$ cat src/rtl/serial_mag_compare_ctrl.sv
// Bit-serial MSB-first magnitude comparison sequencer around a shared 1-bit comparator cell.
// Handles the start/busy/done handshake, abort, and flags a cell response that is not one-hot.
module serial_mag_compare_ctrl #(
  parameter int unsigned WIDTH = 8,
  parameter int unsigned CW    = $clog2(WIDTH + 1)
) (
  input  logic             clk,
  input  logic             rst_n,
  input  logic             start,
  input  logic             abort,
  input  logic [WIDTH-1:0] a_in,
  input  logic [WIDTH-1:0] b_in,
  output logic             cmp_a,
  output logic             cmp_b,
  input  logic             cmp_gt,
  input  logic             cmp_eq,
  input  logic             cmp_lt,
  output logic             busy,
  output logic             done,
  output logic             gt,
  output logic             eq,
  output logic             lt,
  output logic             err,
  output logic [CW-1:0]    bit_count
);

  localparam int unsigned IW = (WIDTH > 1) ? $clog2(WIDTH) : 1;

  typedef enum logic [1:0] {IDLE, SCAN, DONE} ctrlState;

  ctrlState         state, stateNext;
  logic [WIDTH-1:0] aReg, aNext, bReg, bNext;
  logic [IW-1:0]    idx, idxNext;
  logic             busyNext, doneNext, gtNext, eqNext, ltNext, errNext;
  logic [CW-1:0]    bitCountNext;

  // State and result registers
  always_ff @(posedge clk) begin
    if (!rst_n) begin
      state     <= IDLE;
      aReg      <= '0;
      bReg      <= '0;
      idx       <= IW'(WIDTH - 1);
      busy      <= 1'b0;
      done      <= 1'b0;
      gt        <= 1'b0;
      eq        <= 1'b0;
      lt        <= 1'b0;
      err       <= 1'b0;
      bit_count <= '0;
    end else begin
      state     <= stateNext;
      aReg      <= aNext;
      bReg      <= bNext;
      idx       <= idxNext;
      busy      <= busyNext;
      done      <= doneNext;
      gt        <= gtNext;
      eq        <= eqNext;
      lt        <= ltNext;
      err       <= errNext;
      bit_count <= bitCountNext;
    end
  end

  // Next-state and next-output logic
  always_comb begin
    stateNext    = state;
    aNext        = aReg;
    bNext        = bReg;
    idxNext      = idx;
    busyNext     = busy;
    doneNext     = 1'b0;
    gtNext       = gt;
    eqNext       = eq;
    ltNext       = lt;
    errNext      = err;
    bitCountNext = bit_count;

    case (state)
      IDLE: begin
        if (start) begin
          aNext        = a_in;
          bNext        = b_in;
          idxNext      = IW'(WIDTH - 1);
          gtNext       = 1'b0;
          eqNext       = 1'b0;
          ltNext       = 1'b0;
          errNext      = 1'b0;
          bitCountNext = '0;
          busyNext     = 1'b1;
          stateNext    = SCAN;
        end
      end

      SCAN: begin
        if (abort) begin
          // Abort wins over any termination the cell reports on the same edge
          stateNext    = IDLE;
          busyNext     = 1'b0;
          gtNext       = 1'b0;
          eqNext       = 1'b0;
          ltNext       = 1'b0;
          errNext      = 1'b0;
          bitCountNext = '0;
          idxNext      = IW'(WIDTH - 1);
        end else begin
          bitCountNext = bit_count + CW'(1);
          case ({cmp_gt, cmp_eq, cmp_lt})
            3'b100, 3'b001: begin
              gtNext    = cmp_gt;
              ltNext    = cmp_lt;
              busyNext  = 1'b0;
              doneNext  = 1'b1;
              stateNext = DONE;
            end
            3'b010: begin
              if (idx == '0) begin
                eqNext    = 1'b1;
                busyNext  = 1'b0;
                doneNext  = 1'b1;
                stateNext = DONE;
              end else begin
                idxNext = idx - IW'(1);
              end
            end
            default: begin
              errNext   = 1'b1;
              gtNext    = 1'b0;
              eqNext    = 1'b0;
              ltNext    = 1'b0;
              busyNext  = 1'b0;
              doneNext  = 1'b1;
              stateNext = DONE;
            end
          endcase
        end
      end

      DONE: begin
        stateNext = IDLE;
      end

      default: begin
        stateNext = IDLE;
      end
    endcase
  end

  // Cell operands are driven only while scanning
  assign cmp_a = (state == SCAN) ? aReg[idx] : 1'b0;
  assign cmp_b = (state == SCAN) ? bReg[idx] : 1'b0;

endmodule

$ cat config.mk
export PLATFORM = sky130hd
export DESIGN_NAME = serial_mag_compare_ctrl
export DESIGN_NICKNAME = d
export VERILOG_FILES = /design/src/rtl/serial_mag_compare_ctrl.sv
export SDC_FILE = /design/constraint.sdc
export NUM_CORES = 1
export LEC_CHECK = 0
export BUFFER_PORTS_ARGS = -buffer_cell sky130_fd_sc_hd__buf_2
export CORE_ASPECT_RATIO = 1.75
export CORE_MARGIN = 4
export CORE_UTILIZATION = 30
export DETAILED_ROUTE_END_ITERATION = 12
export SYNTH_ARGS = -nofsm -noshare
export SYNTH_HDL_FRONTEND = slang
export SYNTH_SLANG_ARGS = --single-unit
$ cat constraint.sdc
create_clock -name clk -period 3.87 [get_ports clk]
set_input_delay 0.5805 -clock clk [delete_from_list [all_inputs] [get_ports clk]]
set_output_delay 0.5805 -clock clk [all_outputs]
set_load 0.005 [all_outputs]
### Yosys cells after proc, flatten, opt, wreduce, memory -nomap -nowiden

Cells that the tools add are included.
Widths: inputs -> output; s select.

| word-level totals | value |
|---|---|
| word-level logic and storage cells | 81 |
| register bits | 31 |
| bits of input ports | 23 |

| operators by class | value |
|---|---|
| $add $sub $neg | 2 |
| reduce and logical (&&, ||, !) cells | 14 |
| order comparisons | 1 |
| eq/ne operators | 11 |
| mux-type cells | 40 |
| bitwise gates (word level) | 2 |

Operators with widths:

| operator | count |
|---|---|
| $mux 1 | 17 |
| $pmux 1 s2 | 8 |
| $mux 3 | 4 |
| $ne 3x3->1 const B | 4 |
| $reduce_and 3->1 | 3 |
| $mux 2 | 4 |
| $mux 4 | 2 |
| $pmux 4 s2 | 1 |
| $reduce_and 4->1 | 2 |
| $bmux 1 s3 | 2 |
| $pmux 3 s2 | 1 |
| $reduce_and 2->1 | 3 |
| $reduce_or 3->1 | 2 |
| $add 4x1->4 const B | 1 |
| $lt 3x4->1 const B | 1 |
| $ne 4x4->1 const B | 1 |
| $pmux 2 s2 | 1 |
| $eq 3x1->1 const B | 1 |
| $eq 3x2->1 const B | 1 |
| $eq 3x3->1 const B | 1 |
| $logic_not 3->1 | 1 |
| $ne 3x2->1 const B | 1 |
| $sub 3x1->3 const B | 1 |
| $eq 2x1->1 const B | 1 |
| other kinds (5) | 6 |

### Depth between registers and ports, before layout

| logic depth | value |
|---|---|
| depth after elaboration | 5 |
| gate-level depth with buffers | 7 |
| mapped depth without buffers | 6 |

### Least setup slack after synthesis

OpenSTA, ideal clock, no wires.

| path | value |
|---|---|
| path kind | flip-flop to output port |
| start point | reg idx[0] |
| end point | out cmp_a |
| data arrival time | 1.285 ns |
| stages on the path, launching flop included | 5 |
| buffers on the path | 1 |
| setup slack | 2.005 ns |
| required time | 3.289 ns |
| cell sequence | dfxtp_1 -> clkbuf_1 -> mux4_2 -> mux2i_1 -> nor2_1 |

| on the way | value |
|---|---|
| cells in the longest elaborated chain, start to end | 3 |

Ends and longest elaborated chain:

| item | RTL line | RTL |
|---|---|---|
| from (decl) | 33 | `logic [IW-1:0] idx, idxNext;` |
| from (signal assigned) | 43 | `idx <= IW'(WIDTH - 1);` |
| from (signal assigned) | 55 | `idx <= idxNext;` |
| $bmux 1 s3 | 151 | `assign cmp_a = (state == SCAN) ? aReg[idx] : 1'b0;` |
| $mux 1 (implied by the code) | 151 |  |
| $mux 1 | 151 |  |
| to (decl) | 13 | `output logic cmp_a,` |

Every way passes these cells. The select of a mux whose other input is x is not followed.

### Worst setup path in the final report

| path | value |
|---|---|
| start point | reg idx[0] |
| end point | out cmp_b |

| on the way | value |
|---|---|
| cells in the longest elaborated chain, start to end | 3 |

Ends and longest elaborated chain:

| item | RTL line | RTL |
|---|---|---|
| $bmux 1 s3 | 152 | `assign cmp_b = (state == SCAN) ? bReg[idx] : 1'b0;` |
| $mux 1 (implied by the code) | 152 |  |
| $mux 1 | 152 |  |
| to (decl) | 14 | `output logic cmp_b,` |

Every way passes these cells. The select of a mux whose other input is x is not followed.

==> results.md <==
* Status: finished, final reports clean
* Clock Skew at 0.00530 ns
* Worst path max stage delay at approximately 0.55 ns
* Setup CP Type: flop to output port
* Cell breakdown of the critical path: mux4_2 -> mux2i_1 -> nor2_1 -> buf_2
* Synth Register Bits at 31
* Maximum VDD drop at 0.213 mV
* Final WL at around 3200 microns
* Drt initial violations at 25
* H-tree levels at 2
* DP Wirelength at about 2500 microns
* FF/Latch Area at 621 sq um
* PwrDens at approximately 400 nW/um^2
* Die height at approximately 99 microns
* Footprint of the multi-input gates at between 700 and 800 sq um
* Post-Syn Instances at 161
* Unrepaired setup endpoints after global routing: false
* Starting Density at about a third
* DRC viols at 0
* Slew headroom at between 50% and 60%
* Syn-to-layout area delta at 20.3%
* FMAX at 449 MHz
* Worst setup EP type: output port
* Critical path arrival at 1.65 ns
* Vias at roughly 1,200
* Vias/cell at 4.88
* Synthesized area at ~1400 sq um
* Distinct cells, synth at 34
* Worst-path fanout max at 6
* Later-pin clock latency in the skew report at 0.28 ns
* Slew of the pin with the lowest slew margin at between 0.6 and 0.7 ns
* Mapped Nets at between 150 and 200
* Finished Core Util at between 30% and 40%
* Top-area cell type share of the netlist area at 44.0%
* CTS clock-pin slew for the worst setup and hold paths at around 0.06 ns
* Largest net degree at the start of global routing at 22
* Bufs and invs on worst path at 1
* CTS-repair resized insts at 0
* Lkg Pwr at 0.749 nW
* Setup crit start kind: flop
* Async S/R FF share, synth at 0%
* DIE AREA at just under 6000 sq um
* Ratio of cells with drive above 1 in the final layout at 24.9%
* TritonCTS clock tree: built
* Clk sinks at 31
* DR WL/cell at between 10 and 15 microns
* Final Hold Fails at 0
* Root Buffer: clkbuf_8
* Rows at 32
* Max_cap viols at 0
* Setup Viol. Count Final at 0
* I/O Pins at 35
* Crit path required time at 3.29 ns
* Ys Warns at 0
* Post-route ant nets at 0
* Setup TNS at 0 ns
* Congestion Overflow GR at 0
* Worst hold path type: flop to flop
* Final net count at 218
* Core Area at approximately 4500 sq um
* CTS Hold Buffers Added at 0
* Filler Cell Count at a little under 500
* Slowest cell on the critical path: mux4_2
* Final worst-path cycle share at 57.6%
* Finished Layout Cells at 244
* Tmin final at about 2.2 ns
* Die width at 59.9 microns
* Diode count at 0
* Post-synth EDFFs at 0
* Syn_area_per_cell at slightly below 9 sq um
* Gp weighted congestion at ~0.79
* Synth Flop Type: dfxtp_1
* Inst Count DP at around 240
* Final max-slew violation count at 0
* Min Hold Slack at roughly 0.45 ns
* Seq/Total Area, Yosys at a little over two fifths
* Crit path max-delay family: multiplexers
* Longest Clk Path Bufs at 2
* Cell taking the most area after synthesis: dfxtp_1
* First-pass GRT wire length at 5320 microns
* Initial antenna violation count at 0
* Port bufs at 34
* Setup Buffers After CTS at 0
* CTS Buf Count at 5
* GRT Total Usage at about an eighth
* Top post-synthesis cells by area: dfxtp_1, nand2_1, a21oi_1
* TritonRoute pass-1 iters at 4
* Vias in the first global route at about 1,200
## state kept, by name, indices dropped and copies added (netlist names), 2 cells and up
signal / flops
aReg: 8
state: 2
bReg: 8
idx: 3
bit_count: 4
## synthesized netlist by cell type (2+ instances only)
cell type	instances
a21oi_1	20
buf_2	2
clkbuf_1	7
dfxtp_1	31
ha_1	3
inv_1	4
mux2i_1	4
mux4_2	4
nand2_1	35
nand2b_1	2
nor2_1	16
nor2b_1	2
nor3b_1	2
o21ai_1	5
or3b_1	2
xnor2_1	3
xor2_1	2
## power breakdown
| part | internal [mW] | switching, mW |
|---|---|---|
| clock network | 0.162 | 0.114 |
| registers | 0.334 | 0.00971 |
| logic | 0.0344 | 0.0414 |
## stage by stage
step,cell area [sq um],power [mW],setup slack [ns]
6_report,1700,0.696,1.64
3_5_place_dp,1600,0.429,1.92
3_3_place_gp,1600,0.429,1.95
4_1_cts,1700,0.707,1.62
5_1_grt,1700,0.736,1.53
2_1_floorplan,1410,0.401,2.00
## metal layers
| metal | part of all wire (%) | track usage, % |
|---|---|---|
| met1 | 36 | 11.5 |
| met2 | 56 | 21.5 |
| met3 | 6.1 | 3.15 |
| met4 | 2.0 | 6.66 |
| met5 | 0 | 0 |
## path summary, 6_finish.rpt
kind                                from  endpoint  slack (ns)  depth (start not counted)
worst max-delay path              idx[0]     cmp_b        1.64                          4
worst min-delay path                  lt        lt        0.45                          2
worst max register to register  state[0]        eq        2.25                          4
worst min register to register        lt        lt        0.45                          2
## cell families (layout without fill, tap and decap cells)
family | Yosys count | in the layout | share of synthesized area (%)
adder cells (fa/ha/maj) | 3 | 3 | 2.66
buffers and inverters | 14 | 46 | 4.43
flip-flops | 31 | 31 | 44.0
multiplexers | 8 | 8 | 9.22
XOR/XNOR | 5 | 5 | 3.10
AND/OR/NAND/NOR | 65 | 65 | 20.7
AO/OA/AOI/OAI | 35 | 35 | 15.9
## cell usage in the layout (no fill, tap or decap), types with 2 or more instances in the layout
cell	instances
clkbuf_8	7
nand2_1	35
inv_1	4
nor3b_1	2
dfxtp_1	31
mux2i_1	4
mux4_2	4
ha_1	3
a21oi_1	20
buf_2	34
o21ai_1	5
nor2_1	16
or3b_1	2
xnor2_1	3
nand2b_1	2
xor2_1	2
nor2b_1	2
## tightest hold or removal path, cell delays in order (launching register included)
cell and delay (ns):
dfxtp_1 0.31, inv_1 0.05, a211oi_1 0.05
## final cells by class
cell class | count | share of cell area (%)
Timing Repair Buffer | 34 | 10.0
Clock buffer | 8 | 5.90
Multi-Input combinational cell | 116 | 42.9
Sequential cell | 31 | 36.6
Inverter | 4 | 0.884
Tap cell | 51 | 3.76
Power figures use the tool's default switching activity.
